===== src/rtl/spi_regfile_pkg.sv =====
// Shared types and header layout for the SPI register-file peripheral.
// Header is shifted in MSB first: R/W bit on top, start address below it.
package spi_regfile_pkg;

  localparam logic RW_WRITE     = 1'b1;
  localparam int   HDR_ADDR_LSB = 0;

  typedef enum logic [1:0] {
    ST_IDLE   = 2'd0,
    ST_HEADER = 2'd1,
    ST_DATA   = 2'd2
  } state_e;

  function automatic int hdr_len(input int addr_w);
    return 1 + addr_w;
  endfunction

  // R/W is the first header bit, so after shifting it sits above the address.
  function automatic int hdr_rw_pos(input int addr_w);
    return addr_w;
  endfunction

endpackage


===== src/rtl/spi_regfile_peripheral_if.sv =====
// SPI pin bundle between a controller (master) and the register-file peripheral (slave).
interface spi_regfile_peripheral_if;
  logic sclk;
  logic ncs;
  logic copi;
  logic cipo;
  logic cipo_oe;

  modport master (output sclk, output ncs, output copi, input cipo, input cipo_oe);
  modport slave  (input sclk, input ncs, input copi, output cipo, output cipo_oe);
endinterface


===== src/rtl/spi_sync_edge.sv =====
// Multi-flop synchroniser for one async input plus a single-flop edge detector.
// Level, rise and fall are all in the core clock domain.
module spi_sync_edge #(
  parameter int   SYNC_STAGES = 2,
  parameter logic RST_VAL     = 1'b0
) (
  input  logic clk,
  input  logic rst_n,
  input  logic i_d,
  output logic o_lvl,
  output logic o_rise,
  output logic o_fall
);
  logic [SYNC_STAGES-1:0] r_sync;
  logic                   r_prev;

  always_ff @(posedge clk or negedge rst_n) begin
    if (!rst_n) begin
      r_sync <= {SYNC_STAGES{RST_VAL}};
      r_prev <= RST_VAL;
    end else begin
      r_sync <= {r_sync[SYNC_STAGES-2:0], i_d};
      r_prev <= r_sync[SYNC_STAGES-1];
    end
  end

  assign o_lvl  = r_sync[SYNC_STAGES-1];
  assign o_rise = o_lvl & ~r_prev;
  assign o_fall = ~o_lvl & r_prev;
endmodule


===== src/rtl/spi_regfile_peripheral.sv =====
// SPI mode-0 register file: header (R/W + start address) then auto-increment data words.
// Writes commit one clk after the word completes; reads stream reg contents MSB first on cipo.
module spi_regfile_peripheral
  import spi_regfile_pkg::*;
#(
  parameter int NUM_REGS    = 8,
  parameter int ADDR_W      = 7,
  parameter int DATA_W      = 8,
  parameter int SYNC_STAGES = 2
) (
  input  logic                         clk,
  input  logic                         rst_n,
  spi_regfile_peripheral_if.slave      spi,
  output logic [NUM_REGS*DATA_W-1:0]   regs_out,
  output logic [NUM_REGS-1:0]          wr_strobe,
  output logic                         frame_err
);
  localparam int HDR_LEN = hdr_len(ADDR_W);
  localparam int RW_POS  = hdr_rw_pos(ADDR_W);
  localparam int HCW     = $clog2(HDR_LEN + 1);
  localparam int BCW     = $clog2(DATA_W + 1);
  localparam int WCW     = 8;
  localparam logic [HCW-1:0]  HDR_LAST   = HCW'(HDR_LEN - 1);
  localparam logic [BCW-1:0]  BIT_LAST   = BCW'(DATA_W - 1);
  localparam logic [ADDR_W:0] NUM_REGS_W = (ADDR_W + 1)'(NUM_REGS);

  logic w_sclk_lvl_unused, w_sclk_rise, w_sclk_fall;
  logic w_ncs_lvl, w_ncs_rise, w_ncs_fall;
  logic w_copi, w_copi_rise_unused, w_copi_fall_unused;

  spi_sync_edge #(.SYNC_STAGES(SYNC_STAGES), .RST_VAL(1'b0)) u_sync_sclk (
    .clk(clk), .rst_n(rst_n), .i_d(spi.sclk),
    .o_lvl(w_sclk_lvl_unused), .o_rise(w_sclk_rise), .o_fall(w_sclk_fall)
  );
  spi_sync_edge #(.SYNC_STAGES(SYNC_STAGES), .RST_VAL(1'b1)) u_sync_ncs (
    .clk(clk), .rst_n(rst_n), .i_d(spi.ncs),
    .o_lvl(w_ncs_lvl), .o_rise(w_ncs_rise), .o_fall(w_ncs_fall)
  );
  spi_sync_edge #(.SYNC_STAGES(SYNC_STAGES), .RST_VAL(1'b0)) u_sync_copi (
    .clk(clk), .rst_n(rst_n), .i_d(spi.copi),
    .o_lvl(w_copi), .o_rise(w_copi_rise_unused), .o_fall(w_copi_fall_unused)
  );

  state_e                 r_state, w_state_nxt;
  logic [SYNC_STAGES-1:0] r_settle;
  logic                   r_armed;
  logic [HCW-1:0]         r_hdr_cnt;
  logic [BCW-1:0]         r_bit_cnt;
  logic [WCW-1:0]         r_word_cnt;
  logic [HDR_LEN-2:0]     r_hdr;
  logic [DATA_W-2:0]      r_rx;
  logic [DATA_W-1:0]      r_tx;
  logic                   r_rw;
  logic [ADDR_W-1:0]      r_addr;
  logic                   r_commit_vld;
  logic [ADDR_W-1:0]      r_commit_addr;
  logic [DATA_W-1:0]      r_commit_dat;
  logic                   r_frame_err;
  logic [DATA_W-1:0]      r_regs [NUM_REGS];
  logic [NUM_REGS-1:0]    r_wr_strobe;

  logic                   w_frame_start, w_hdr_done, w_word_done, w_addr_ok;
  logic [HDR_LEN-1:0]     w_hdr_full;
  logic [DATA_W-1:0]      w_rx_full;
  logic [ADDR_W-1:0]      w_ld_addr;
  logic [DATA_W-1:0]      w_ld_dat;

  // A frame already running at reset release must not be picked up mid-way:
  // only arm once the flushed synchroniser has seen ncs high.
  always_ff @(posedge clk or negedge rst_n) begin
    if (!rst_n) begin
      r_settle <= '0;
      r_armed  <= 1'b0;
    end else begin
      r_settle <= {r_settle[SYNC_STAGES-2:0], 1'b1};
      if (r_settle[SYNC_STAGES-1] && w_ncs_lvl) r_armed <= 1'b1;
    end
  end

  assign w_frame_start = w_ncs_fall & r_armed;
  assign w_hdr_full    = {r_hdr, w_copi};
  assign w_rx_full     = {r_rx, w_copi};
  assign w_addr_ok     = ({1'b0, r_addr} < NUM_REGS_W);

  always_ff @(posedge clk or negedge rst_n) begin
    if (!rst_n) r_state <= ST_IDLE;
    else        r_state <= w_state_nxt;
  end

  always_comb begin
    w_state_nxt = r_state;
    w_hdr_done  = 1'b0;
    w_word_done = 1'b0;
    case (r_state)
      ST_IDLE: if (w_frame_start) w_state_nxt = ST_HEADER;
      ST_HEADER: begin
        w_hdr_done = w_sclk_rise && (r_hdr_cnt == HDR_LAST);
        if (w_ncs_rise)      w_state_nxt = ST_IDLE;
        else if (w_hdr_done) w_state_nxt = ST_DATA;
      end
      ST_DATA: begin
        w_word_done = w_sclk_rise && (r_bit_cnt == BIT_LAST);
        if (w_ncs_rise) w_state_nxt = ST_IDLE;
      end
      default: w_state_nxt = ST_IDLE;
    endcase
  end

  // First read word comes from the header address, later ones from the next address.
  always_comb begin
    w_ld_addr = (r_state == ST_HEADER) ? w_hdr_full[HDR_ADDR_LSB +: ADDR_W] : r_addr + 1'b1;
    w_ld_dat  = '0;
    for (int i = 0; i < NUM_REGS; i++) begin
      if (w_ld_addr == ADDR_W'(i)) w_ld_dat = r_regs[i];
    end
  end

  always_ff @(posedge clk or negedge rst_n) begin
    if (!rst_n) begin
      r_hdr_cnt     <= '0;
      r_bit_cnt     <= '0;
      r_word_cnt    <= '0;
      r_hdr         <= '0;
      r_rx          <= '0;
      r_tx          <= '0;
      r_rw          <= 1'b0;
      r_addr        <= '0;
      r_commit_vld  <= 1'b0;
      r_commit_addr <= '0;
      r_commit_dat  <= '0;
      r_frame_err   <= 1'b0;
    end else begin
      r_commit_vld <= 1'b0;
      r_frame_err  <= 1'b0;
      if (w_frame_start) begin
        r_hdr_cnt  <= '0;
        r_bit_cnt  <= '0;
        r_word_cnt <= '0;
        r_hdr      <= '0;
        r_rx       <= '0;
        r_tx       <= '0;
      end
      if (r_state == ST_HEADER && w_sclk_rise) begin
        r_hdr     <= w_hdr_full[HDR_LEN-2:0];
        r_hdr_cnt <= r_hdr_cnt + 1'b1;
        if (w_hdr_done) begin
          r_rw   <= w_hdr_full[RW_POS];
          r_addr <= w_hdr_full[HDR_ADDR_LSB +: ADDR_W];
          r_tx   <= (w_hdr_full[RW_POS] == RW_WRITE) ? '0 : w_ld_dat;
        end
      end
      if (r_state == ST_DATA) begin
        if (w_sclk_rise) begin
          if (r_rw == RW_WRITE) r_rx <= w_rx_full[DATA_W-2:0];
          if (w_word_done) begin
            r_bit_cnt <= '0;
            r_addr    <= r_addr + 1'b1;
            if (r_word_cnt != '1) r_word_cnt <= r_word_cnt + 1'b1;
            if (r_rw == RW_WRITE) begin
              r_commit_vld  <= w_addr_ok;
              r_commit_addr <= r_addr;
              r_commit_dat  <= w_rx_full;
            end else begin
              r_tx <= w_ld_dat;
            end
          end else begin
            r_bit_cnt <= r_bit_cnt + 1'b1;
          end
        end else if (w_sclk_fall && r_rw != RW_WRITE && r_bit_cnt != '0) begin
          r_tx <= {r_tx[DATA_W-2:0], 1'b0};
        end
      end
      // Placed last so ncs rise wins the counters, while a same-clk commit still lands.
      if (w_ncs_rise) begin
        r_frame_err <= (r_state == ST_HEADER) ||
                       (r_state == ST_DATA && !w_word_done &&
                        (r_bit_cnt != '0 || r_word_cnt == '0));
        r_hdr_cnt  <= '0;
        r_bit_cnt  <= '0;
        r_word_cnt <= '0;
        r_hdr      <= '0;
        r_rx       <= '0;
        r_tx       <= '0;
      end
    end
  end

  always_ff @(posedge clk or negedge rst_n) begin
    if (!rst_n) begin
      for (int i = 0; i < NUM_REGS; i++) r_regs[i] <= '0;
      r_wr_strobe <= '0;
    end else begin
      r_wr_strobe <= '0;
      if (r_commit_vld) begin
        for (int i = 0; i < NUM_REGS; i++) begin
          if (r_commit_addr == ADDR_W'(i)) begin
            r_regs[i]      <= r_commit_dat;
            r_wr_strobe[i] <= 1'b1;
          end
        end
      end
    end
  end

  for (genvar g = 0; g < NUM_REGS; g++) begin : g_flat
    assign regs_out[g*DATA_W +: DATA_W] = r_regs[g];
  end

  assign wr_strobe   = r_wr_strobe;
  assign frame_err   = r_frame_err;
  assign spi.cipo    = ~w_ncs_lvl & r_tx[DATA_W-1];
  assign spi.cipo_oe = ~w_ncs_lvl;
endmodule


===== src/flat_wrapper.sv =====
// flat-port wrapper written by rule: the top's interface ports become plain ports
module spi_regfile_peripheral_flat import spi_regfile_pkg::*;
#(
  parameter int NUM_REGS    = 8,
  parameter int ADDR_W      = 7,
  parameter int DATA_W      = 8,
  parameter int SYNC_STAGES = 2
)
  (clk, rst_n, regs_out, wr_strobe, frame_err, spi_sclk, spi_ncs, spi_copi, spi_cipo, spi_cipo_oe);
  spi_regfile_peripheral_if spi_i ();
  input  logic clk;
  input  logic rst_n;
  output logic [NUM_REGS*DATA_W-1:0] regs_out;
  output logic [NUM_REGS-1:0] wr_strobe;
  output logic frame_err;
  input wire logic [$bits(spi_i.sclk)-1:0] spi_sclk;
  input wire logic [$bits(spi_i.ncs)-1:0] spi_ncs;
  input wire logic [$bits(spi_i.copi)-1:0] spi_copi;
  output wire logic [$bits(spi_i.cipo)-1:0] spi_cipo;
  output wire logic [$bits(spi_i.cipo_oe)-1:0] spi_cipo_oe;
  assign spi_i.sclk = spi_sclk;
  assign spi_i.ncs = spi_ncs;
  assign spi_i.copi = spi_copi;
  assign spi_cipo = spi_i.cipo;
  assign spi_cipo_oe = spi_i.cipo_oe;
  spi_regfile_peripheral #(.NUM_REGS(NUM_REGS), .ADDR_W(ADDR_W), .DATA_W(DATA_W), .SYNC_STAGES(SYNC_STAGES)) u_core (.clk(clk), .rst_n(rst_n), .spi(spi_i), .regs_out(regs_out), .wr_strobe(wr_strobe), .frame_err(frame_err));
endmodule

===== config.mk =====
export PLATFORM = sky130hd
export DESIGN_NAME = spi_regfile_peripheral_flat
export DESIGN_NICKNAME = d
export VERILOG_FILES = /design/src/rtl/spi_regfile_pkg.sv /design/src/rtl/spi_regfile_peripheral_if.sv /design/src/rtl/spi_sync_edge.sv /design/src/rtl/spi_regfile_peripheral.sv /design/src/flat_wrapper.sv
export SDC_FILE = /design/constraint.sdc
export NUM_CORES = 1
export LEC_CHECK = 0
export CORE_ASPECT_RATIO = 1.25
export CORE_MARGIN = 10
export CORE_UTILIZATION = 60
export CTS_BUF_LIST = sky130_fd_sc_hd__clkbuf_8
export CTS_CLUSTER_SIZE = 12
export DETAILED_ROUTE_END_ITERATION = 6
export PLACE_DENSITY = 0.82
export RECOVER_POWER = 25
export REMOVE_ABC_BUFFERS = 1
export SYNTH_ARGS = -nofsm -noshare
export SYNTH_HDL_FRONTEND = slang
export SYNTH_HIERARCHICAL = 1
export SYNTH_SLANG_ARGS = --single-unit

===== constraint.sdc =====
create_clock -name clk -period 6 [get_ports clk]
set_clock_uncertainty 0.1 [all_clocks]
set_input_delay 1.2 -clock clk [delete_from_list [all_inputs] [get_ports clk]]
set_output_delay 1.2 -clock clk [all_outputs]
set_load 0.05 [all_outputs]

==> results.toml, run 1 <==
[timing]
tns_ns = 0
fmax_ghz = 0.284
period_needed_ns = 3.52
relSlewSlack = -0.854
period_share = 0.587
drv_slew = 117
finalHoldViolations = 0
setup_violations = 0
rsz0062_at_grt = "false"
layout_setup_ws_ns = 2.48
tightest_slew_ns = 2.78

[floorplan]
die_y_um = 142
die_w_um = 118
placementRows = 44
start_util = 0.616
core_mm2 = 0.0117
die_area_mm2 = 0.0168
num_io_pins = 80

[critical_path]
slowest_stage = "mux2i_1"
arrival_ns = 3.75
rr_endpoint = "u_core/r_tx[6]"
ff2ff_path_depth = 7
start_kind = "flip-flop"
crit_start = "u_core/r_addr[0]"
reg2reg_setup_slack_ns = 2.48
slowest_delay_ns = 0.95
worstPathRequired_ns = 6.23
end_kind = "flip-flop"
r2r-start = "u_core/r_addr[0]"
crit_chain = "ha_1 > nand2b_1 > mux2i_1 > nand4_1 > o21a_1 > a22oi_1 > o22ai_1"
crit_family = "multiplexers"
critPathMaxFanout = 14
worstSetupPathType = "flip-flop to flip-flop"
path_buf_inv = 0

[worst_hold_path]
hold_path_end = "u_core/r_settle[1]"
worstHoldPathCells = 0
hold_class = "flip-flop to flip-flop"
hold_path.startpoint = "u_core/r_settle[0]"

[yosys]
synth_cells = 689
yosysWarnings = 6
syn_area_mm2 = 0.00719
avgSynthCellArea_um2 = 10.4

[drt]
dr.pass1.iters = 7
routed_wl_um = 19700
drt.antenna.violating_nets = 0
vias = 5914
wl_per_cell_um = 21.2
wl_met3_um = 1530
top_layer_used = "met4"
drcViolationCount = 0
avgViaCountPerCell = 6.37
met1Wirelength_um = 7510
drt_iter0_drc = 603
dr_wl_met2_um = 10100

[place]
numPortBuffers = 79
post-place-ws_ns = 2.65
post-dp-hpwl_um = 13900
gp_congestion = 0.931
place_inst = 896

[power]
intPower_w = 0.00138
irDropWorstVdd_mv = 0.174
power_density_mw_per_mm2 = 226
p_sw_w = 0.000509
power_frac_seq = 0.537
p_total_w = 0.00189
comb_power_share = 0.053
clock_power_share = 0.410
p_sw_frac = 0.270
p_leak_nw = 3.79

[clocking]
clock_latency_ns = 0.46
htree_levels = 4
ctsResizeCount = 0
cts_sinks = 148
clk_path_buf_depth = 2
cts_tree = "yes"
hold_buffers = 0
cts_inserted_buffers = 17
clock-root-buffer = "clkbuf_8"
clkTransAtPathRegs_ns = 0.09
post_cts.repair.setup_buffers = 0

[finish]
seq_area_mm2 = 0.00371
final_util = 0.716
drive_gt1_frac = 0.166
multi_input_area_mm2 = 0.00319
antenna_cells = 0
fin_nets = 765
syn_to_final_growth_pct = 16.3
fillers = 857
final_cell_count_no_fill = 928

[global_routing]
antenna_found_initial = 1
grt.overflow.total = 0
grt_max_degree = 117
grt_pass1_vias = 5822
grt_pass1_wl_um = 31800
track_usage = 0.234

[status]
status = "finished with violations"
violations = "capacitance limit, slew limit"

[job]
drv_cap = 1
## stage by stage
stage	instance area (µm²)	hold WS [ns]
floorplan	6940	0.231
CTS	8360	0.263
global route	8360	0.271
finish	8360	0.264
global placement	7970	0.234
detailed placement	7970	0.242
## registers in the layout, indices dropped and copies added, names as in the netlist, 4 cells and up
signal and cells:
u_core/r_commit_dat 8, u_core/regs_out 64, u_core/r_addr 7, u_core/r_rx 7, u_core/r_word_cnt 8, u_core/r_hdr_cnt 4
u_core/r_tx 8, u_core/r_commit_addr 7, u_core/r_bit_cnt 4, u_core/r_hdr 7, u_core/wr_strobe 8
## metal layers
metal | track usage | vias up
met3 | 0.0492 | 50
met4 | 0.0874 | 0
met1 | 0.279 | 2923
met2 | 0.411 | 322
li1 | - | 2619
met5 | 0 | -
## worst reg2reg max path, stage by stage (launching register included)
cell      delay, ns
dfrtp_1        0.54
ha_1           0.55
nand2b_1       0.13
mux2i_1        0.95
nand4_1        0.48
o21a_1         0.33
a22oi_1        0.20
o22ai_1        0.11
## how the worst max path moves through the flow
stage                      to  slack [ns]  cells past startpoint
2_1_floorplan  u_core/r_tx[2]        3.36                      6
3_3_place_gp   u_core/r_tx[6]        2.83                      7
3_5_place_dp   u_core/r_tx[6]        2.65                      7
4_1_cts        u_core/r_tx[6]        2.61                      7
5_1_grt        u_core/r_tx[0]        2.12                      2
6_report       u_core/r_tx[6]        2.48                      7
## placed cells by master (no fill, tap or decap), types with 13 or more instances in the layout
cell type and instances:
dfrtp_1 145, o21ai_0 17, clkbuf_8 17, nand3_1 28, nand2_1 113, a21oi_1 41
clkdlybuf4s50_1 75, nor2_1 40, mux2_2 55, a31oi_1 13
## power groups by stage
stage | combinational [W] | clock, W | sequential [W]
floorplan | 0.0000533 | 0 | 0.00103
global placement | 0.0000954 | 0 | 0.00103
detailed placement | 0.0000990 | 0 | 0.00103
CTS | 0.0000993 | 0.000789 | 0.00101
global route | 0.000107 | 0.000830 | 0.00101
finish | 0.0000995 | 0.000774 | 0.00101
## final cells by class
| type | count | share of cell area |
|---|---|---|
| multi-input combinational | 491 | 0.382 |
| clock inverter | 15 | 0.0192 |
| clock buffer | 17 | 0.0280 |
| inverter | 13 | 0.00584 |
| sequential | 148 | 0.444 |
| tap | 161 | 0.0241 |
| timing repair buffer | 83 | 0.0976 |
Note: power is estimated with default switching activity, not from simulation.
==> run 2, diff against run 1 <==
--- a/config.mk
+++ b/config.mk
@@ -7,11 +7,11 @@
 export LEC_CHECK = 0
 export CORE_ASPECT_RATIO = 1.25
 export CORE_MARGIN = 10
-export CORE_UTILIZATION = 60
+export CORE_UTILIZATION = 53
 export CTS_BUF_LIST = sky130_fd_sc_hd__clkbuf_8
 export CTS_CLUSTER_SIZE = 12
 export DETAILED_ROUTE_END_ITERATION = 6
-export PLACE_DENSITY = 0.82
+export PLACE_DENSITY = 0.77
 export RECOVER_POWER = 25
 export REMOVE_ABC_BUFFERS = 1
 export SYNTH_ARGS = -nofsm -noshare
==> constraint.sdc (replaced) <==
create_clock -name clk -period 3.2 [get_ports clk]
set_clock_uncertainty 0.1 [all_clocks]
set_input_delay 0.64 -clock clk [delete_from_list [all_inputs] [get_ports clk]]
set_output_delay 0.64 -clock clk [all_outputs]
set_load 0.05 [all_outputs]
==> results.toml, run 2 (same netlist as run 1, synthesis figures left out) <==
[critical_path]
worstSetupPathType = "flip-flop to flip-flop"
critPathMaxFanout = 18
start_kind = "flip-flop"
ff2ff_path_depth = 7
path_buf_inv = 0
end_kind = "flip-flop"
slowest_stage = "and3_1"
arrival_ns = 3.12
worstPathRequired_ns = 3.43
crit_family = "simple AND/OR/NAND/NOR gates"
crit_start = "u_core/r_addr[1]"
r2r-start = "u_core/r_addr[1]"
crit_chain = "ha_1 > xor2_1 > mux2_4 > and3_1 > nand3_2 > o221ai_1 > a2bb2oi_1"
rr_endpoint = "u_core/r_tx[2]"
slowest_delay_ns = 0.65
reg2reg_setup_slack_ns = 0.32

[clocking]
htree_levels = 4
cts_tree = "yes"
clock_latency_ns = 0.46
clock-root-buffer = "clkbuf_8"
hold_buffers = 0
clkTransAtPathRegs_ns = 0.09
cts_sinks = 148
ctsResizeCount = 0
cts_inserted_buffers = 17
post_cts.repair.setup_buffers = 0
clk_path_buf_depth = 2

[drt]
dr.pass1.iters = 5
wl_per_cell_um = 20.7
drcViolationCount = 0
routed_wl_um = 19800
vias = 5911
avgViaCountPerCell = 6.18
drt.antenna.violating_nets = 0
drt_iter0_drc = 616

[worst_hold_path]
hold_class = "flip-flop to flip-flop"
worstHoldPathCells = 0
hold_path_end = "u_core/u_sync_copi/r_sync[1]"
hold_path.startpoint = "u_core/u_sync_copi/r_sync[0]"

[timing]
tightest_slew_ns = 1.84
setup_violations = 0
relSlewSlack = -0.229
layout_setup_ws_ns = 0.317
period_needed_ns = 2.88
fmax_ghz = 0.347
tns_ns = 0
rsz0062_at_grt = "false"
period_share = 0.901
finalHoldViolations = 0
drv_slew = 75

[finish]
final_cell_mix = "dfrtp_1, nand2_1, clkdlybuf4s50_1"
final_util = 0.639
syn_to_final_growth_pct = 18.2
drive_gt1_frac = 0.183
final_common_cell = "dfrtp_1"
fin_nets = 783
antenna_cells = 0
stdcell_area_mm2 = 0.00850
largest_reg_flops = 64

[global_routing]
grt_pass1_wl_um = 32000
grt_max_degree = 75
grt.overflow.total = 0
antenna_found_initial = 0
grt_pass1_vias = 5996
track_usage = 0.219

[floorplan]
placementRows = 47
die_y_um = 150
die_area_mm2 = 0.0186
start_util = 0.541
core_mm2 = 0.0133
die_w_um = 124
num_io_pins = 80

[status]
status = "finished with violations"
violations = "capacitance limit, slew limit"

[place]
dpl_cell_area_mm2 = 0.00812
post-dp-hpwl_um = 14200
gp_congestion = 0.989
numPortBuffers = 79
post-place-ws_ns = 0.439

[power]
p_total_w = 0.00351
irDropWorstVdd_mv = 0.408
p_leak_nw = 3.87
power_density_mw_per_mm2 = 414

[job]
drv_cap = 1
-- run 2: changes by cell type in the layout (fill, tap and decap cells not counted), sizes merged --
cell      change
clkbuf        +5
clkinv        +1
buf          +17
clkinvlp      +1
inv           -6
-- run 2: where the power goes --
group	switching, W	internal [W]	total [W]	leakage (nW)
combinational	0.000141	0.0000581	0.000199	1.64
clock	0.000717	0.000699	0.00142	0.200
sequential	0.0000162	0.00188	0.00190	2.03
-- run 2: worst max-delay path by stage --
stage / end / slack, ns / cells after the start
6_report: u_core/r_tx[2] / 0.32 / 7
5_1_grt: u_core/r_tx[4] / 0.17 / 7
4_1_cts: u_core/r_tx[5] / 0.39 / 7
3_5_place_dp: u_core/r_tx[4] / 0.44 / 7
3_3_place_gp: u_core/r_tx[5] / 0.55 / 7
2_1_floorplan: u_core/r_tx[2] / 0.56 / 6
-- run 2: area by class of cell --
class                   instances  area (µm²)
multi-input cells             491        3190
clock buffers                  21         289
inverters                      13        48.8
well taps                     171         214
fillers                      1089        4790
repair buffers                101         947
clock inverters                11        98.8
flip-flops and latches        148        3710
-- run 2: layer usage --
layer,vias up,wire length (µm),global-route usage
met5,-,0,0
met4,0,956,0.126
met3,70,1430,0.0461
met2,253,9640,0.350
met1,2930,7760,0.268
li1,2658,-,-
-- run 2: through the flow --
stage | std cells | hold slack, ns
after floorplan | 652 | 0.231
after global placement | 924 | 0.234
after detailed placement | 924 | 0.245
after CTS | 956 | 0.110
after global routing | 956 | 0.263
final | 956 | 0.255
